--- config.mk ---
export PLATFORM = sky130hd
export DESIGN_NAME = unidade_controle_niveis
export DESIGN_NICKNAME = d
export VERILOG_FILES = /design/src/rtl/drone_pkg.sv /design/src/rtl/contador_timeout.sv /design/src/rtl/unidade_controle_niveis.sv
export SDC_FILE = /design/constraint.sdc
export NUM_CORES = 1
export LEC_CHECK = 0
export BUFFER_PORTS_ARGS = -buffer_cell sky130_fd_sc_hd__buf_4
export CORE_MARGIN = 3
export CORE_UTILIZATION = 59
export CTS_CLUSTER_DIAMETER = 80
export DETAILED_ROUTE_END_ITERATION = 16
export PLACE_DENSITY_LB_ADDON = 0.25
export SYNTH_ARGS = -nofsm -noshare
export SYNTH_HDL_FRONTEND = slang
export SYNTH_SLANG_ARGS = --single-unit
--- constraint.sdc ---
create_clock -name clock -period 3.8 [get_ports clock]
set_input_delay 0.76 -clock clock [delete_from_list [all_inputs] [get_ports clock]]
set_output_delay 0.76 -clock clock [all_outputs]
set_load 0.05 [all_outputs]
--- src/rtl/drone_pkg.sv ---
// Shared state codes and width helpers for the level control unit.
// Optional pause support is selected with UNIDADE_CONTROLE_PAUSA_EN.
package drone_pkg;

  typedef enum logic [3:0] {
    INICIAL      = 4'h0,
    VIDAS        = 4'h1,
    PREPARACAO   = 4'h2,
    ESPERA       = 4'h3,
    DESLOCAMENTO = 4'h4,
    CHECA        = 4'h5,
    PROXIMO      = 4'h6,
    PERDE_VIDA   = 4'h7,
    NOVO_NIVEL   = 4'h8,
    PAUSA        = 4'h9,
    DERROTA      = 4'hA,
    VITORIA      = 4'hB
  } estado_t;

  localparam logic [3:0] DB_INVALIDO = 4'hF;

  function automatic int largura_vidas(input int max_vidas);
    return $clog2(max_vidas + 1);
  endfunction

  function automatic int largura_nivel(input int n_niveis);
    return (n_niveis > 2) ? $clog2(n_niveis) : 1;
  endfunction

  function automatic int largura_cont(input int ciclos);
    return (ciclos > 2) ? $clog2(ciclos) : 1;
  endfunction

  function automatic logic estado_valido(
    input logic [3:0] e,
    input logic       pausa_en
  );
    return (e <= 4'hB) && (pausa_en || (e != 4'h9));
  endfunction

endpackage

--- src/rtl/contador_timeout.sv ---
// Per-move timeout counter; fim flags the last allowed cycle.
// Clear has priority over count; the count parks at its final value.
module contador_timeout
  import drone_pkg::*;
#(
  parameter int TIMEOUT_CICLOS = 5000
) (
  input  logic clock,
  input  logic reset,
  input  logic zera,
  input  logic conta,
  output logic fim
);

  localparam int CW = largura_cont(TIMEOUT_CICLOS);
  localparam logic [CW-1:0] ULTIMO = CW'(TIMEOUT_CICLOS - 1);

  logic [CW-1:0] r_cont;

  always_ff @(posedge clock or negedge reset) begin
    if (!reset) begin
      r_cont <= '0;
    end else if (zera) begin
      r_cont <= '0;
    end else if (conta && !fim) begin
      r_cont <= r_cont + CW'(1);
    end
  end

  assign fim = (r_cont == ULTIMO);

endmodule

--- src/rtl/unidade_controle_niveis.sv ---
// Game level/lives controller (Moore FSM) with per-move timeout.
// Define UNIDADE_CONTROLE_PAUSA_EN to enable the PAUSA state.
module unidade_controle_niveis
  import drone_pkg::*;
#(
  parameter int MAX_VIDAS      = 3,
  parameter int N_NIVEIS       = 4,
  parameter int TIMEOUT_CICLOS = 5000
) (
  input  logic clock,
  input  logic reset,
  input  logic iniciar,
  input  logic confirma,
  input  logic [largura_vidas(MAX_VIDAS)-1:0] vidas_sel,
  input  logic borda_movimento,
  input  logic colisao,
  input  logic fim_mapa,
  input  logic pausa,
  output logic zeraPosicoes,
  output logic desloca,
  output logic checa_colisao_out,
  output logic [largura_vidas(MAX_VIDAS)-1:0] vidas_restantes,
  output logic [largura_nivel(N_NIVEIS)-1:0] nivel,
  output logic timeout_out,
  output logic venceu,
  output logic perdeu,
  output logic [3:0] db_estado
);

  localparam int VW = largura_vidas(MAX_VIDAS);
  localparam int NW = largura_nivel(N_NIVEIS);
  localparam logic [VW-1:0] VIDAS_MAX    = VW'(MAX_VIDAS);
  localparam logic [NW-1:0] ULTIMO_NIVEL = NW'(N_NIVEIS - 1);
`ifdef UNIDADE_CONTROLE_PAUSA_EN
  localparam logic PAUSA_EN = 1'b1;
`else
  localparam logic PAUSA_EN = 1'b0;
`endif

  estado_t       r_estado;
  logic [VW-1:0] r_vidas;
  logic [NW-1:0] r_nivel;
  logic          w_fim;
  logic          w_zera_cont;
  logic          w_conta;
  logic          w_pausa;
  logic [VW-1:0] w_vidas_ini;

  // pausa is masked off entirely when the feature is not built in
  assign w_pausa     = pausa & PAUSA_EN;
  assign w_conta     = (r_estado == ESPERA);
  assign w_zera_cont = r_estado inside {INICIAL, PREPARACAO,
                                        PROXIMO, PERDE_VIDA};

  always_comb begin
    w_vidas_ini = vidas_sel;
    if (vidas_sel == '0) begin
      w_vidas_ini = VW'(1);
    end else if (vidas_sel > VIDAS_MAX) begin
      w_vidas_ini = VIDAS_MAX;
    end
  end

  contador_timeout #(
    .TIMEOUT_CICLOS(TIMEOUT_CICLOS)
  ) u_timeout (
    .clock(clock),
    .reset(reset),
    .zera (w_zera_cont),
    .conta(w_conta),
    .fim  (w_fim)
  );

  always_ff @(posedge clock or negedge reset) begin
    if (!reset) begin
      r_estado <= INICIAL;
      r_vidas  <= '0;
      r_nivel  <= '0;
    end else begin
      case (r_estado)
        INICIAL: if (iniciar) r_estado <= VIDAS;
        VIDAS: begin
          if (confirma) begin
            r_estado <= PREPARACAO;
            r_vidas  <= w_vidas_ini;
            r_nivel  <= '0;
          end
        end
        PREPARACAO:   r_estado <= ESPERA;
        ESPERA: begin
          if (w_fim)                r_estado <= PERDE_VIDA;
          else if (w_pausa)         r_estado <= PAUSA;
          else if (borda_movimento) r_estado <= DESLOCAMENTO;
        end
        DESLOCAMENTO: r_estado <= CHECA;
        CHECA: r_estado <= colisao ? PERDE_VIDA : PROXIMO;
        PROXIMO: begin
          if (!fim_mapa)                   r_estado <= ESPERA;
          else if (r_nivel == ULTIMO_NIVEL) r_estado <= VITORIA;
          else                             r_estado <= NOVO_NIVEL;
        end
        PERDE_VIDA: begin
          if (r_vidas != '0) r_vidas <= r_vidas - VW'(1);
          r_estado <= (r_vidas <= VW'(1)) ? DERROTA : PREPARACAO;
        end
        NOVO_NIVEL: begin
          if (r_nivel != ULTIMO_NIVEL) r_nivel <= r_nivel + NW'(1);
          r_estado <= PREPARACAO;
        end
`ifdef UNIDADE_CONTROLE_PAUSA_EN
        PAUSA: if (confirma && !pausa) r_estado <= ESPERA;
`endif
        DERROTA, VITORIA: if (iniciar) r_estado <= VIDAS;
        default: r_estado <= INICIAL;
      endcase
    end
  end

  assign zeraPosicoes      = (r_estado == INICIAL) ||
                             (r_estado == PREPARACAO);
  assign desloca           = (r_estado == ESPERA);
  assign checa_colisao_out = (r_estado == CHECA);
  assign timeout_out       = (r_estado == ESPERA) && w_fim;
  assign perdeu            = (r_estado == DERROTA);
  assign venceu            = (r_estado == VITORIA);
  assign vidas_restantes   = r_vidas;
  assign nivel             = r_nivel;

  always_comb begin
    db_estado = r_estado;
    if (!estado_valido(r_estado, PAUSA_EN)) db_estado = DB_INVALIDO;
  end

endmodule

==> summary.txt, run 1 <==
Power
  – Comb power frac: 53.6%
  – Clock share of power: 11.1%
  – Power per cell area: 632 mW/mm2
  – Sw Ratio: 51.0%
  – P_leak: 0.668 nW
  – Pint: 482 uW
  – VDD IR-drop max: 0.622 mV
  – Sw Pwr: 500 uW
  – Seq pwr share: 35.3%

Synth
  – Warning count from the yosys run: 0
  – Top FF cell, synth: dfrtp_1
  – Yosys top cell area share: 38.7%
  – Area contributors post-synth: dfrtp_1, nor2_1, nand2_1
  – Post-synth cell types: 39
  – Register bit total from synthesis: 21
  – Syn avg cell area: 8.65 um2
  – Synthesized area: 0.00136 mm2
  – Async set-reset flop share out of synthesis: 100%
  – Synthesized Nets: 171
  – Post-synth EDFFs: 0
  – Register area share after synthesis: 38.7%
  – Post-synthesis cell count: 157
  – Largest area contributor in the synthesized netlist: dfrtp_1

Setup path
  – Delay of the slowest cell on the worst path: 0.45 ns
  – Crit path cell chain: ha_1, nand4_1, nor4_2, buf_4
  – Crit Path Max Fanout: 6
  – Crit end category: primary output
  – Critical Path Source Type: flip-flop
  – Required time worst endpoint: 3.04 ns
  – R2r setup slk: 1.65 ns
  – Worst EP arrival: 1.97 ns
  – Worst Setup Path Type: reg2out
  – CP max stage cell: nor4_2

Timing
  – Hold Violations, Final: 0
  – Worst setup margin: 1.07 ns
  – Setup Skew: 0.00263 ns
  – Minimum clock period after layout: 2.73 ns
  – Total negative slack: 0 ns
  – RSZ-0062 raised after global routing: false
  – WHS: 0.317 ns
  – Max Clk Rate: 0.366 GHz
  – Final Cycle Share: 71.9%
  – Relative slew slack: 35.5%
  – Setup Viol. Count Final: 0
  – Max Transition Viols Final: 0
  – Worst-Margin Slew: 0.967 ns

Routing
  – First-pass detailed-route iteration total: 4
  – Remaining antenna violation count: 0
  – Vias per cell: 5.79
  – Initial drt markers: 22
  – Drt wl/cell: 13.4 um
  – Routed WL: 2720 um
  – Vias: 1,175
  – DRC viols: 0

Placed design
  – Dpl cells: 199
  – RD Place Congestion: 0.852
  – Post-DP Area: 0.00153 mm2
  – Pre-CTS setup slack: 1.43 ns
  – Port Buffer Count: 22
  – Post-DP HPWL: 2010 um

Final layout
  – Final Instance Count excl. Fillers: 203
  – Share of cells above drive strength 1: 21.0%
  – Final #Nets: 191
  – Area Overhead vs Synth: 14.5%
  – Diodes inserted: 0
  – Design area: 0.00155 mm2

Floorplanning
  – Die Footprint: 0.00291 mm2
  – DIE HEIGHT: 54.0 um
  – FP Rows: 16
  – Placeable core area: 0.00206 mm2
  – Ports: 24
  – Die width: 54.0 um
  – Initial core utilization: 65.8%

Global route
  – GRT overflow: 0
  – Total track usage: 22.5%
  – First-pass GRT wire length: 4800 um
  – Largest net degree at the start of global routing: 22
  – Vias in the first global route: 1,127
  – Initial antenna violation count: 0

Clocking
  – CTS Root Cell: clkbuf_4
  – Post-CTS sizing: 0
  – CTS clk-pin slew, worst paths: 0.12 ns
  – Max Root-Sink Buffers: 2
  – CTS tree: yes
  – H-tree levels: 1
  – Clk_lat worst skew: 0.30 ns
  – Post-CTS setup buffers: 0
  – CTS Hold Bufs: 0
  – TritonCTS Buffers: 3
  – Sink Count: 21

Worst hold path
  – Hold Path Class: in2async

Status
  – Status: complete, no violations

Run
  – Max Cap Viol: 0
-- final cells by class --
type                    instances  area, um2
clock buffers                   3       22.5
clock inverters                 1       5.00
fillers                       165        508
inverters                       8       30.0
multi-input cells             121        772
flip-flops and latches         21        526
well taps                      27       33.8
repair buffers                 22        165
-- state kept, by name, indices dropped and copies added (netlist names) --
register / count
u_timeout.r_cont: 13
r_estado: 4
nivel: 2
vidas_restantes: 2
-- placed cells by master, fill, tap and decap left out, types with 4 or more instances in the layout --
| master | netlist | final |
|---|---|---|
| nor2_1 | 18 | 18 |
| xnor2_1 | 5 | 5 |
| nor3_1 | 5 | 5 |
| nand2_1 | 17 | 17 |
| ha_1 | 4 | 4 |
| o21ai_1 | 9 | 9 |
| nand2b_1 | 5 | 5 |
| inv_1 | 6 | 6 |
| dfrtp_1 | 21 | 21 |
| nor3_2 | 4 | 4 |
| buf_4 | 1 | 22 |
| or3_1 | 6 | 6 |
| nand3_1 | 5 | 5 |
| a21oi_1 | 8 | 8 |
-- cells by family (layout without fill, tap and decap cells) --
family,count (synthesis),after routing,share of synthesized area [%]
flops,21,21,38.7
xor+xnor,7,7,4.52
buf+inv,15,34,4.42
compound gates,30,30,13.7
mux,1,1,0.737
fa+ha+maj,4,4,3.69
simple gates,79,79,34.2
-- synth_stat cells (2+ instances only) --
cell,count
nor3_2,4
or3_1,6
nand2b_1,5
dfrtp_1,21
inv_2,2
ha_1,4
o21ai_1,9
nand4_1,3
nor2_1,18
a21o_1,2
a211oi_1,3
or2_1,2
xor2_1,2
nor3b_1,3
inv_1,6
or4_4,3
xnor2_1,5
nor3_1,5
nand3_1,5
nand2_1,17
clkbuf_1,6
a21oi_1,8
nand3b_1,2
-- power groups by stage --
stage / combinational (mW) / sequential, mW / clock [mW]
2_1_floorplan: 0.416 / 0.335 / 0
6_report: 0.527 / 0.347 / 0.109
4_1_cts: 0.529 / 0.346 / 0.113
5_1_grt: 0.578 / 0.359 / 0.122
3_5_place_dp: 0.527 / 0.351 / 0
3_3_place_gp: 0.516 / 0.347 / 0
-- critical path, delay by kind of cell (launching register included) --
kind                       cells  cell delay (ns)
buffers and inverters          1             0.27
and+or+nand+nor                2             0.75
DFF                            1             0.41
adders and majority gates      1             0.24
-- final timing paths --
| path | startpoint | depth (start not counted) | end |
|---|---|---|---|
| setup / recovery | u_timeout.r_cont[0] | 4 | timeout_out |
| hold / removal | reset | 1 | u_timeout.r_cont[11] |
| setup reg to reg | u_timeout.r_cont[0] | 6 | r_estado[1] |
| hold reg to reg | u_timeout.r_cont[0] | 1 | u_timeout.r_cont[0] |
| max in group asynchronous | reset | 1 | u_timeout.r_cont[3] |
| min in group clock | u_timeout.r_cont[0] | 1 | u_timeout.r_cont[0] |
-- routing by layer --
metal | wire (um) | vias up | global-route usage (%)
met5 | 0 | - | 0
met4 | 13 | 0 | 7.47
met3 | 117 | 2 | 3.05
met2 | 1380 | 26 | 39.7
met1 | 1210 | 551 | 28.0
li1 | - | 596 | -
-- through the flow --
stage	total power, mW	utilization [%]
2_1_floorplan	0.751	-
3_3_place_gp	0.864	74.0
3_5_place_dp	0.879	74.0
4_1_cts	0.988	75.4
5_1_grt	1.06	75.4
6_report	0.982	75.4
Power figures use the tool's default switching activity.
==> run 2: changes to the inputs <==
ABC_AREA = 1   (was unset)
CORE_UTILIZATION = 56   (was 59)
clock period = 2.7 ns   (was 3.8 ns; I/O delays follow)
==> summary.txt, run 2 <==
Timing
  – Relative slew slack: 70.8%
  – Max Clk Rate: 0.449 GHz
  – Setup Skew: 0.000984 ns
  – Max Transition Viols Final: 0
  – Final Cycle Share: 82.5%
  – Minimum clock period after layout: 2.23 ns
  – Worst-Margin Slew: 0.438 ns
  – Total negative slack: 0 ns
  – Hold Violations, Final: 0
  – Setup Viol. Count Final: 0
  – RSZ-0062 raised after global routing: false
  – Worst setup margin: 0.472 ns
  – WHS: 0.102 ns

Setup path
  – Worst Setup Path Type: reg2out
  – Worst EP arrival: 1.69 ns
  – Family with the most delay on the worst path: flip-flops
  – Crit path cell chain: ha_1, inv_1, nor4_1, nand3_1, nor2_1, buf_4
  – Critical Path Source Type: flip-flop
  – Required time worst endpoint: 2.16 ns
  – Crit Path Max Fanout: 5
  – CP max stage cell: dfrtp_1
  – CP bufs+invs: 2
  – Delay of the slowest cell on the worst path: 0.44 ns
  – R2r setup slk: 1.05 ns
  – Crit end category: primary output

Clocking
  – Sink Count: 21
  – CTS clk-pin slew, worst paths: 0.12 ns
  – TritonCTS Buffers: 3
  – CTS tree: yes
  – CTS Root Cell: clkbuf_4
  – Post-CTS setup buffers: 0
  – Post-CTS sizing: 0
  – Max Root-Sink Buffers: 2
  – CTS Hold Bufs: 0
  – Clk_lat worst skew: 0.30 ns
  – H-tree levels: 1

Synth
  – Synthesized Nets: 245
  – Count leader, synth: nand2_1
  – Register bit total from synthesis: 21
  – Post-synthesis cell count: 231
  – Yosys top cell area share: 34.4%
  – Warning count from the yosys run: 0
  – Syn avg cell area: 6.62 um2
  – Top FF cell, synth: dfrtp_1
  – Post-synth EDFFs: 0
  – Top cells by count, synth: nand2_1, nor2_1, inv_1
  – Post-synth cell types: 26
  – Synthesized area: 0.00153 mm2
  – Largest area contributor in the synthesized netlist: dfrtp_1
  – Async set-reset flop share out of synthesis: 100%
  – Register area share after synthesis: 34.4%
  – Area contributors post-synth: dfrtp_1, nand2_1, nor2_1

Placed design
  – Post-DP HPWL: 2430 um
  – Port Buffer Count: 22
  – Pre-CTS setup slack: 0.832 ns
  – RD Place Congestion: 0.824

Routing
  – Vias: 1,491
  – Vias per cell: 5.27
  – Routed WL: 3230 um
  – First-pass detailed-route iteration total: 4
  – Drt wl/cell: 11.4 um
  – DRC viols: 0
  – Remaining antenna violation count: 0
  – Initial drt markers: 103

Final layout
  – Diodes inserted: 0
  – Final #Nets: 268
  – Share of cells above drive strength 1: 15.4%
  – Core Util, Final: 67.7%
  – Area Overhead vs Synth: 12.8%
  – Number of flip-flops under the largest register name: 13
  – Top reg by flops: u_timeout.r_cont
  – Most frequent cells in the layout: nand2_1, nor2_1, inv_1, buf_4
  – Biggest regs: u_timeout.r_cont (13), r_estado (4)
  – Commonest non-fill, non-tap cell in the layout: nand2_1

Floorplanning
  – Placeable core area: 0.00254 mm2
  – DIE HEIGHT: 58.3 um
  – Die width: 58.3 um
  – Ports: 24
  – Initial core utilization: 60.1%
  – Die Footprint: 0.00339 mm2
  – FP Rows: 18

Global route
  – First-pass GRT wire length: 5620 um
  – GRT overflow: 0
  – Initial antenna violation count: 0
  – Vias in the first global route: 1,284
  – Largest net degree at the start of global routing: 22
  – Total track usage: 21.0%

Run
  – Max Cap Viol: 0

Status
  – Status: complete, no violations

Worst hold path
  – Hold Path Class: in2async

Power
  – P_leak: 0.901 nW
  – VDD IR-drop max: 0.733 mV
  – Power per cell area: 865 mW/mm2
[run 2: cell count changes after synthesis, sizes merged, moves of 4 or more]
| cell | before | now |
|---|---|---|
| nand2b | 5 | 0 |
| nor2 | 18 | 33 |
| inv | 8 | 32 |
| a21oi | 8 | 2 |
| nand3 | 5 | 21 |
| o21ai | 10 | 14 |
| nand4 | 3 | 8 |
| or4 | 4 | 0 |
| xnor2 | 5 | 0 |
| clkbuf | 6 | 1 |
| nor3 | 9 | 2 |
| or3 | 6 | 0 |
| nand2 | 17 | 79 |
[run 2: worst reg2reg max path: stages, from the launching register on]
cell and delay (ns):
dfrtp_1 0.44, ha_1 0.28, nand2_1 0.08, nor2_1 0.12, nand3_1 0.12, nand2_2 0.11
nand2_4 0.09, inv_2 0.20, nand2_1 0.09, o21ai_2 0.06
[run 2: area by class of cell]
type	instances	area, um2
Clock buffer	4	26.3
Multi-Input combinational cell	174	850
Inverter	32	120
Timing Repair Buffer	22	165
Fill cell	225	821
Sequential cell	21	526
Tap cell	30	37.5
[run 2: report_power, final]
| group | internal, mW | switching, mW |
|---|---|---|
| Clock | 0.0575 | 0.0949 |
| Sequential | 0.365 | 0.0801 |
| Combinational | 0.250 | 0.644 |
[run 2: cell families after synthesis]
logic type	share of synthesized area, %
compound gates	8.02
xor+xnor	2.86
fa+ha+maj	3.27
buf+inv	10.1
flops	34.4
simple gates	41.4
[run 2: metal layers]
layer,vias to the layer above,part of all wire (%),GRT usage [%]
met5,-,0,0
met4,0,0.49,6.29
met3,2,7.5,4.01
met2,53,43,31.3
met1,660,49,30.8
li1,776,-,-
[run 2: worst paths after layout]
check	end	depth (start not counted)	start
max	timeout_out	6	u_timeout.r_cont[0]
min	nivel[1]	1	reset
max reg2reg	u_timeout.r_cont[9]	9	u_timeout.r_cont[0]
min reg2reg	u_timeout.r_cont[1]	2	u_timeout.r_cont[1]
max in group asynchronous	u_timeout.r_cont[3]	1	reset
min in group clock	u_timeout.r_cont[1]	2	u_timeout.r_cont[1]
[run 2: through the flow]
step                      area, um2  std cells  total power [mW]
after floorplan                1530        231              1.16
after global placement         1700        279              1.34
after detailed placement       1700        279              1.34
after CTS                      1720        283              1.50
after global routing           1720        283              1.63
final                          1720        283              1.49
